File: src/rtl/cache_axi_ctrl_if.sv
// AXI burst channels between the cache line controller and memory.
// master = cache controller, slave = memory/interconnect.
interface cache_axi_ctrl_if;
    logic        arvalid;
    logic        arready;
    logic [31:0] araddr;
    logic [7:0]  arlen;
    logic        rvalid;
    logic        rready;
    logic [31:0] rdata;
    logic        rlast;
    logic        awvalid;
    logic        awready;
    logic [31:0] awaddr;
    logic [7:0]  awlen;
    logic        wvalid;
    logic        wready;
    logic [31:0] wdata;
    logic        wlast;
    logic        bvalid;
    logic        bready;

    modport master (
        output arvalid, araddr, arlen, rready,
        output awvalid, awaddr, awlen, wvalid, wdata, wlast, bready,
        input  arready, rvalid, rdata, rlast, awready, wready, bvalid
    );

    modport slave (
        input  arvalid, araddr, arlen, rready,
        input  awvalid, awaddr, awlen, wvalid, wdata, wlast, bready,
        output arready, rvalid, rdata, rlast, awready, wready, bvalid
    );
endinterface

File: src/rtl/cache_axi_ctrl.sv
// Cache miss handler: optional victim write-back burst, then a refill read burst,
// finishing with a one-cycle refresh pulse for the tag/data/LRU update.
module cache_axi_ctrl #(
    parameter int BEATS  = 8,
    parameter int LINE_W = BEATS * 32
) (
    input  logic              clk,
    input  logic              rst,
    input  logic              miss,
    input  logic              write_back,
    input  logic [31:0]       axi_raddr,
    input  logic [31:0]       axi_waddr,
    input  logic [LINE_W-1:0] evict_data,
    output logic [LINE_W-1:0] refill_data,
    output logic              refresh,
    cache_axi_ctrl_if.master  axi
);
    localparam int             CW   = (BEATS > 1) ? $clog2(BEATS) : 1;
    localparam logic [CW-1:0]  LAST = CW'(BEATS - 1);
    localparam logic [7:0]     ALEN = 8'(BEATS - 1);

    typedef enum logic [2:0] {IDLE, AW, W, B, AR, R, DONE} state_t;

    state_t                 state, state_n;
    logic [CW-1:0]          cnt;
    logic [31:0]            raddr_q, waddr_q;
    logic [BEATS-1:0][31:0] evict_q;
    logic [BEATS-1:0][31:0] refill_q;

    assign refill_data = refill_q;

    always_ff @(posedge clk) begin
        if (rst) state <= IDLE;
        else     state <= state_n;
    end

    // Every output is decoded from registered state only, so no ready->valid path exists.
    always_comb begin
        state_n     = state;
        refresh     = 1'b0;
        axi.awvalid = 1'b0;
        axi.awaddr  = '0;
        axi.awlen   = ALEN;
        axi.wvalid  = 1'b0;
        axi.wdata   = '0;
        axi.wlast   = 1'b0;
        axi.bready  = 1'b0;
        axi.arvalid = 1'b0;
        axi.araddr  = '0;
        axi.arlen   = ALEN;
        axi.rready  = 1'b0;
        case (state)
            IDLE: if (miss) state_n = write_back ? AW : AR;
            AW: begin
                axi.awvalid = 1'b1;
                axi.awaddr  = waddr_q;
                if (axi.awready) state_n = W;
            end
            W: begin
                axi.wvalid = 1'b1;
                axi.wdata  = evict_q[cnt];
                axi.wlast  = (cnt == LAST);
                if (axi.wready && cnt == LAST) state_n = B;
            end
            B: begin
                axi.bready = 1'b1;
                if (axi.bvalid) state_n = AR;
            end
            AR: begin
                axi.arvalid = 1'b1;
                axi.araddr  = raddr_q;
                if (axi.arready) state_n = R;
            end
            R: begin
                axi.rready = 1'b1;
                if (axi.rvalid && axi.rlast) state_n = DONE;
            end
            DONE: begin
                refresh = 1'b1;
                state_n = IDLE;
            end
            default: state_n = IDLE;
        endcase
    end

    // Request fields are captured once on leaving IDLE; later input changes are ignored.
    always_ff @(posedge clk) begin
        if (rst) begin
            cnt      <= '0;
            raddr_q  <= '0;
            waddr_q  <= '0;
            evict_q  <= '0;
            refill_q <= '0;
        end else begin
            case (state)
                IDLE: if (miss) begin
                    raddr_q <= axi_raddr;
                    waddr_q <= axi_waddr;
                    evict_q <= evict_data;
                end
                AW: if (axi.awready) cnt <= '0;
                W:  if (axi.wready)  cnt <= cnt + 1'b1;
                AR: if (axi.arready) cnt <= '0;
                R:  if (axi.rvalid) begin
                    refill_q[cnt] <= axi.rdata;
                    cnt           <= cnt + 1'b1;
                end
                default: ;
            endcase
        end
    end
endmodule

File: src/flat_wrapper.sv
// flat-port wrapper written by rule: the top's interface ports become plain ports
module cache_axi_ctrl_flat 
#(
    parameter int BEATS  = 8,
    parameter int LINE_W = BEATS * 32
)
  (clk, rst, miss, write_back, axi_raddr, axi_waddr, evict_data, refill_data, refresh, axi_arvalid, axi_araddr, axi_arlen, axi_rready, axi_awvalid, axi_awaddr, axi_awlen, axi_wvalid, axi_wdata, axi_wlast, axi_bready, axi_arready, axi_rvalid, axi_rdata, axi_rlast, axi_awready, axi_wready, axi_bvalid);
  cache_axi_ctrl_if axi_i ();
  input  logic clk;
  input  logic rst;
  input  logic miss;
  input  logic write_back;
  input  logic [31:0] axi_raddr;
  input  logic [31:0] axi_waddr;
  input  logic [LINE_W-1:0] evict_data;
  output logic [LINE_W-1:0] refill_data;
  output logic refresh;
  output wire logic [$bits(axi_i.arvalid)-1:0] axi_arvalid;
  output wire logic [$bits(axi_i.araddr)-1:0] axi_araddr;
  output wire logic [$bits(axi_i.arlen)-1:0] axi_arlen;
  output wire logic [$bits(axi_i.rready)-1:0] axi_rready;
  output wire logic [$bits(axi_i.awvalid)-1:0] axi_awvalid;
  output wire logic [$bits(axi_i.awaddr)-1:0] axi_awaddr;
  output wire logic [$bits(axi_i.awlen)-1:0] axi_awlen;
  output wire logic [$bits(axi_i.wvalid)-1:0] axi_wvalid;
  output wire logic [$bits(axi_i.wdata)-1:0] axi_wdata;
  output wire logic [$bits(axi_i.wlast)-1:0] axi_wlast;
  output wire logic [$bits(axi_i.bready)-1:0] axi_bready;
  input wire logic [$bits(axi_i.arready)-1:0] axi_arready;
  input wire logic [$bits(axi_i.rvalid)-1:0] axi_rvalid;
  input wire logic [$bits(axi_i.rdata)-1:0] axi_rdata;
  input wire logic [$bits(axi_i.rlast)-1:0] axi_rlast;
  input wire logic [$bits(axi_i.awready)-1:0] axi_awready;
  input wire logic [$bits(axi_i.wready)-1:0] axi_wready;
  input wire logic [$bits(axi_i.bvalid)-1:0] axi_bvalid;
  assign axi_arvalid = axi_i.arvalid;
  assign axi_araddr = axi_i.araddr;
  assign axi_arlen = axi_i.arlen;
  assign axi_rready = axi_i.rready;
  assign axi_awvalid = axi_i.awvalid;
  assign axi_awaddr = axi_i.awaddr;
  assign axi_awlen = axi_i.awlen;
  assign axi_wvalid = axi_i.wvalid;
  assign axi_wdata = axi_i.wdata;
  assign axi_wlast = axi_i.wlast;
  assign axi_bready = axi_i.bready;
  assign axi_i.arready = axi_arready;
  assign axi_i.rvalid = axi_rvalid;
  assign axi_i.rdata = axi_rdata;
  assign axi_i.rlast = axi_rlast;
  assign axi_i.awready = axi_awready;
  assign axi_i.wready = axi_wready;
  assign axi_i.bvalid = axi_bvalid;
  cache_axi_ctrl #(.BEATS(BEATS), .LINE_W(LINE_W)) u_core (.clk(clk), .rst(rst), .miss(miss), .write_back(write_back), .axi_raddr(axi_raddr), .axi_waddr(axi_waddr), .evict_data(evict_data), .refill_data(refill_data), .refresh(refresh), .axi(axi_i));
endmodule
File: config.mk
export PLATFORM = sky130hd
export DESIGN_NAME = cache_axi_ctrl_flat
export DESIGN_NICKNAME = d
export VERILOG_FILES = /design/src/rtl/cache_axi_ctrl_if.sv /design/src/rtl/cache_axi_ctrl.sv /design/src/flat_wrapper.sv
export SDC_FILE = /design/constraint.sdc
export NUM_CORES = 1
export LEC_CHECK = 0
export BUFFER_PORTS_ARGS = -buffer_cell sky130_fd_sc_hd__buf_2
export CAP_MARGIN = 20
export CELL_PAD_IN_SITES_DETAIL_PLACEMENT = 0
export CELL_PAD_IN_SITES_GLOBAL_PLACEMENT = 1
export CORE_AREA = 2 2 287 289
export CTS_BUF_LIST = sky130_fd_sc_hd__clkbuf_16
export DETAILED_ROUTE_END_ITERATION = 7
export DIE_AREA = 0 0 289 291
export PLACE_DENSITY_LB_ADDON = 0.1
export SYNTH_ARGS = -nofsm -noshare
export SYNTH_HDL_FRONTEND = slang
export SYNTH_SLANG_ARGS = --single-unit
export TNS_END_PERCENT = 5
File: constraint.sdc
create_clock -name clk -period 4.4 [get_ports clk]
set_clock_uncertainty 0.2 [all_clocks]
set_input_delay 0 -clock clk [delete_from_list [all_inputs] [get_ports clk]]
set_output_delay 0 -clock clk [all_outputs]
set_load 0.01 [all_outputs]
Word-level counts from Yosys, hierarchy flattened
Cells that the tools add are included.
{"block": "classes", "addsub": 1, "order_cmp": 2, "n_eq_ne": 15, "muxes": 28, "reduce_logical": 9}
{"cell": "$bwmux W256", "count": 1}
{"cell": "$mux W32", "count": 5}
{"cell": "$bmux W32 S3", "count": 1}
{"cell": "$demux W32 S3", "count": 1}
{"cell": "$mux W3", "count": 11}
{"cell": "$pmux W3 S6", "count": 1}
{"cell": "$eq A3 B3 Y1 const B", "count": 4}
{"cell": "$ne A2 B2 Y1 const B", "count": 6}
{"cell": "$pmux W3 S4", "count": 1}
{"cell": "$mux W1", "count": 7}
{"cell": "$eq A3 B2 Y1 const B", "count": 2}
{"cell": "$reduce_and A6 Y1", "count": 1}
{"cell": "$reduce_and A5 Y1", "count": 1}
{"cell": "$lt A3 B4 Y1 const B", "count": 1}
{"cell": "$ne A2 B1 Y1 const B", "count": 2}
{"cell": "$reduce_and A2 Y1", "count": 2}
{"cell": "$reduce_bool A4 Y1", "count": 1}
{"cell": "$add A3 B1 Y3 const B", "count": 1}
{"cell": "$eq A3 B1 Y1 const B", "count": 1}
{"cell": "$ge A3 B1 Y1 const B", "count": 1}
{"cell": "$logic_and A1 B1 Y1", "count": 3}
{"cell": "$logic_not A3 Y1", "count": 1}
{"block": "totals", "reg_bits": 582, "out_inout_bits": 375, "elab_cells": 75}

Longest topological paths before layout
{"block": "depth", "depth_word": 5, "ltp_mapped": 8, "ltp_nobuf": 5}

Worst setup path after synthesis
No wires, ideal clock.
{"block": "synth_timing", "kind": "register -> register", "start": "reg u_core.state[0]", "end": "reg u_core.state[0]", "setup_ns": 0.121, "arrival_ns": 1.452, "t_required_ns": 4.079, "path_slack_ns": 2.627, "path_stages_with_launch": 6, "n_path_buf": 1, "cell_sequence": "dfxtp_1 -> buf_4 -> nor3b_1 -> a22o_1 -> a221oi_2 -> mux2_4"}
{"block": "synth_between", "elab_chain_len": 3, "word_cells_on_any_way": 14, "classes_between": "11 x eq/ne; 1 x mux; 2 x reduce/logical"}
{"item": "from (decl)", "line_no": "cache_axi_ctrl.sv:24", "rtl": "state_t state, state_n;"}
{"item": "from (signal assigned)", "line_no": "cache_axi_ctrl.sv:34", "rtl": "else state <= state_n;"}
{"item": "$eq A3 B3 Y1, or another cell as far along", "line_no": "cache_axi_ctrl.sv:52", "rtl": "case (state)"}
{"item": "$ne A2 B1 Y1 (no line) or $ne A2 B2 Y1 (tied branches)"}
{"item": "$reduce_and A6 Y1 (no line)"}
Several ways; a longest one is shown, not always the timed one.
A chain may end at the register's enable or synchronous reset.

Worst setup path in the final report
{"block": "layout_timing", "start": "reg u_core.cnt[0]", "end": "reg u_core.state[2]"}
{"block": "layout_between", "elab_chain_len": 4}
{"item": "from (decl)", "line_no": "cache_axi_ctrl.sv:25", "rtl": "logic [CW-1:0] cnt;"}
{"item": "from (signal assigned)", "line_no": "cache_axi_ctrl.sv:102", "rtl": "W: if (axi.wready) cnt <= cnt + 1'b1;"}
{"item": "from (signal assigned)", "line_no": "cache_axi_ctrl.sv:106", "rtl": "cnt <= cnt + 1'b1;"}
{"item": "$eq A3 B3 Y1", "line_no": "cache_axi_ctrl.sv:63", "rtl": "if (axi.wready && cnt == LAST) state_n = B;"}
{"item": "$logic_and A1 B1 Y1", "line_no": "cache_axi_ctrl.sv:63"}
{"item": "$ne A2 B1 Y1 (no line)"}
{"item": "$reduce_and A6 Y1 (no line)"}
Every way passes these cells.

==> flow_summary.html <==
<table>
<tr><th>Metric</th><th>Value</th></tr>
<tr><th colspan="2">Outcome</th></tr>
<tr><td>Outcome</td><td>finished clean</td></tr>
<tr><th colspan="2">Logic synthesis</th></tr>
<tr><td>Number of distinct standard cells referenced by the synthesized netlist</td><td>50</td></tr>
<tr><td>Total number of yosys warnings</td><td>0</td></tr>
<tr><td>Post-synthesis average cell area</td><td>7.864 um^2</td></tr>
<tr><td>Yosys top cell area share</td><td>49.75%</td></tr>
<tr><td>Cell taking the most area after synthesis</td><td>dfxtp_1</td></tr>
<tr><td>Register bit total from synthesis</td><td>582</td></tr>
<tr><td>Synth top area cells</td><td>dfxtp_1, nand2_1, a21oi_1</td></tr>
<tr><td>Post-synthesis instance area</td><td>23420 um^2</td></tr>
<tr><td>Primary flip-flop cell chosen by synthesis mapping</td><td>dfxtp_1</td></tr>
<tr><td>Post-synth EDFFs</td><td>0</td></tr>
<tr><td>Gate count after technology mapping</td><td>2978</td></tr>
<tr><td>Async SR Flop Fraction</td><td>0%</td></tr>
<tr><td>Share of the yosys chip area belonging to registers</td><td>49.75%</td></tr>
<tr><th colspan="2">Power</th></tr>
<tr><td>Share of total power in the clock network</td><td>35.0%</td></tr>
<tr><td>Share of power burned in registers</td><td>40.4%</td></tr>
<tr><td>Pleak</td><td>15.37 nW</td></tr>
<tr><td>Share of power burned in combinational logic</td><td>24.6%</td></tr>
<tr><td>Internal power</td><td>10.74 mW</td></tr>
<tr><td>Switching Fraction</td><td>31.79%</td></tr>
<tr><td>Pwr per Cell Area</td><td>428.3 nW/um^2</td></tr>
<tr><td>Max rail drop VDD</td><td>0.2987 mV</td></tr>
<tr><td>Net Sw Power</td><td>5.005 mW</td></tr>
<tr><th colspan="2">Drt</th></tr>
<tr><td>Post-route DRC violation count</td><td>0</td></tr>
<tr><td>Via density</td><td>4.692</td></tr>
<tr><td>Via count</td><td>25283</td></tr>
<tr><td>First-pass DRT Iterations</td><td>5</td></tr>
<tr><td>Average routed wire per standard cell</td><td>19.36 um</td></tr>
<tr><td>DRT Wirelength</td><td>104300 um</td></tr>
<tr><td>1st-iter DRT viols</td><td>1414</td></tr>
<tr><td>Number of antenna-violating nets in the routed design</td><td>0</td></tr>
<tr><th colspan="2">Cells and area</th></tr>
<tr><td>Number of cells in the finished layout apart from fillers</td><td>5388</td></tr>
<tr><td>Area of combinational cells with multiple inputs</td><td>10370 um^2</td></tr>
<tr><td>Signed area change from the synthesized netlist to the final layout</td><td>56.99%</td></tr>
<tr><td>Sequential Area</td><td>11660 um^2</td></tr>
<tr><td>Nets@finish</td><td>4618</td></tr>
<tr><td>Filler cell count</td><td>8218</td></tr>
<tr><td>Layout cells sized above 1</td><td>21.88%</td></tr>
<tr><th colspan="2">Die</th></tr>
<tr><td>Horizontal extent of the die</td><td>289 um</td></tr>
<tr><td>Number of placed I/O pins</td><td>737</td></tr>
<tr><td>Initial Util</td><td>28.84%</td></tr>
<tr><td>Die Outline Area</td><td>84100 um^2</td></tr>
<tr><td>Chip Height</td><td>291 um</td></tr>
<tr><td>FP Rows</td><td>105</td></tr>
<tr><td>Core Region</td><td>81190 um^2</td></tr>
<tr><th colspan="2">STA</th></tr>
<tr><td>Setup violators final</td><td>0</td></tr>
<tr><td>Max-slew violation total from the final report</td><td>0</td></tr>
<tr><td>Worst-case headroom to the max-slew limit</td><td>31.65%</td></tr>
<tr><td>RSZ-0062 raised after global routing</td><td>false</td></tr>
<tr><td>Final period demand of the worst path</td><td>3.551 ns</td></tr>
<tr><td>Period utilization</td><td>80.71%</td></tr>
<tr><td>Tightest Pin Transition</td><td>1.023 ns</td></tr>
<tr><td>Fin Setup TNS</td><td>0 ns</td></tr>
<tr><td>Max frequency</td><td>281.6 MHz</td></tr>
<tr><td>Final hold viol count</td><td>0</td></tr>
<tr><th colspan="2">Clocking</th></tr>
<tr><td>H-tree levels</td><td>3</td></tr>
<tr><td>Clock sinks</td><td>582</td></tr>
<tr><td>CTS tree</td><td>done</td></tr>
<tr><td>Gates resized, CTS repair</td><td>0</td></tr>
<tr><td>Buffers from clock root to sink, at most</td><td>3</td></tr>
<tr><td>Root buffer selected by CTS</td><td>clkbuf_16</td></tr>
<tr><td>Reg clk slew, reported paths</td><td>0.06 ns</td></tr>
<tr><td>Insertion delay to the later sink of the worst-skew pair</td><td>0.61 ns</td></tr>
<tr><td>Cts bufs inserted</td><td>70</td></tr>
<tr><th colspan="2">Critical path</th></tr>
<tr><td>Startpoint Class</td><td>register</td></tr>
<tr><td>Critical path data arrival time</td><td>3.90 ns</td></tr>
<tr><td>Classification of the worst setup path</td><td>reg -&gt; reg</td></tr>
<tr><td>Crit Path Max Fanout</td><td>30</td></tr>
<tr><td>Setup crit end kind</td><td>register</td></tr>
<tr><td>CP required</td><td>4.75 ns</td></tr>
<tr><th colspan="2">Global routing</th></tr>
<tr><td>Wire length of the first global-routing pass</td><td>154200 um</td></tr>
<tr><td>Leftover overflow at the end of global routing</td><td>0</td></tr>
<tr><td>GRT Total Usage</td><td>23.92%</td></tr>
<tr><td>Antenna violations before repair</td><td>15</td></tr>
<tr><td>Vias in the first global route</td><td>25191</td></tr>
<tr><td>Pin count of the biggest net entering global routing</td><td>135</td></tr>
<tr><th colspan="2">Place</th></tr>
<tr><td>Detail Placement HPWL</td><td>70030 um</td></tr>
<tr><td>Number of instances in the placed design</td><td>4535</td></tr>
<tr><td>Last weighted congestion value of the routability-driven placer</td><td>0.8056</td></tr>
<tr><td>Number of input and output port buffers inserted</td><td>720</td></tr>
<tr><th colspan="2">Worst hold path</th></tr>
<tr><td>Hold crit path type</td><td>in -&gt; reg</td></tr>
<tr><th colspan="2">Flow run</th></tr>
<tr><td>Max-cap violations</td><td>0</td></tr>
</table>
==> worst max-delay path: stages (launching register included) <==
cell and delay [ns]:
dfxtp_4 0.64, buf_4 0.48, ha_1 0.23, ha_1 0.18, nand3_1 0.13, a211o_1 0.34, dlygate4sd3_1 0.57, a21oi_1 0.13
dlygate4sd3_1 0.57
==> flip-flops by register name (all words and copies together), names as in the netlist <==
register            flops
u_core.waddr_q         32
u_core.refill_data    256
u_core.cnt              3
u_core.raddr_q         32
u_core.state            3
u_core.evict_q        256
==> worst paths after layout <==
path,end,from,cells past startpoint,slack [ns]
hold / removal,u_core.evict_q[19],evict_data[19],4,0.02
hold reg to reg,u_core.refill_data[157],u_core.refill_data[157],2,0.25
setup reg to reg,u_core.state[2],u_core.cnt[0],8,0.85
setup / recovery,u_core.state[2],u_core.cnt[0],8,0.85
==> layer usage <==
layer	wire (um)	vias to the layer above	global-route usage (%)
li1	-	12285	-
met1	43160	12097	28.69
met2	51910	714	42.36
met3	5679	175	4.240
met4	3478	12	8.675
met5	73	-	0
==> Yosys cell counts, drive strengths merged (2+ instances only) <==
cell type and instances:
a211o 3, nor3b 4, and2 71, clkbuf 131, nand3b 4, mux4 18
conb 2, mux2 16, a31oi 7, a21oi 601, o211ai 3, o2bb2ai 3
a22oi 10, o22ai 7, nand3 13, nand2b 4, or2 7, a21o 3
nor2b 8, ha 2, o21ai 7, nor3 10, a211oi 6, dfxtp 582
o21a 11, a221oi 26, buf 150, a22o 5, inv 8, nor2 28
mux2i 41, nand2 1179
==> layout make-up <==
cell class              count  area share [%]
diodes                      8         0.05445
repair buffers           1471           30.38
well taps                1070           3.642
flip-flops and latches    582           31.72
inverters                   8         0.08168
multi-input cells        2121           28.21
clock inverters            57           1.069
clock buffers              71           4.833
==> cells in the final DEF (no fill, tap or decap), drive strengths merged, types with 11 or more instances in the layout <==
cell type / netlist / layout
mux2: 16 / 16
clkinv: 0 / 32
inv: 8 / 29
buf: 150 / 754
mux2i: 41 / 41
and2: 71 / 71
conb: 2 / 16
a221oi: 26 / 26
nor2: 28 / 28
clkbuf: 131 / 71
o21a: 11 / 11
mux4: 18 / 18
nand3: 13 / 13
dfxtp: 582 / 582
a21oi: 601 / 601
nand2: 1179 / 1179
dlygate4sd3: 0 / 717
==> power groups by stage <==
stage	Clock (mW)	Combinational [mW]	Sequential [mW]
global route	5.90	4.27	6.43
global placement	0	3.12	6.44
CTS	5.68	3.88	6.35
floorplan	0	2.22	6.30
finish	5.52	3.87	6.35
detailed placement	0	3.15	6.46
==> per-stage QoR <==
step	utilization [%]	power (mW)	worst slack [ns]	hold slack (ns)	area, um^2
5_1_grt	45.28	16.60	0.6343	0.01757	36760
2_1_floorplan	-	8.512	2.627	-0.06404	23470
4_1_cts	45.26	15.91	0.8717	0.001652	36740
3_3_place_gp	33.74	9.557	1.411	0.04205	27400
6_report	45.28	15.75	0.8489	0.01609	36760
3_5_place_dp	33.74	9.609	1.291	0.04548	27400
==> timing repair <==
| action | in CTS | in global routing |
|---|---|---|
| hold buffers | 717 | 0 |
| buffers inserted | 0 | 0 |
| hold endpoints to repair | 582 | 0 |
==> logic make-up (layout without fill, tap and decap cells) <==
group	count (synthesis)	count (layout)	share of synthesized area (%)
other	2	24	0.03207
multiplexers	75	75	4.269
AO/OA/AOI/OAI	695	695	16.32
flip-flops	582	582	49.75
AND/OR/NAND/NOR	1333	1333	23.13
adder cells (fa/ha/maj)	2	2	0.1068
buffers and inverters	289	1607	6.395
Power figures use the tool's default switching activity.
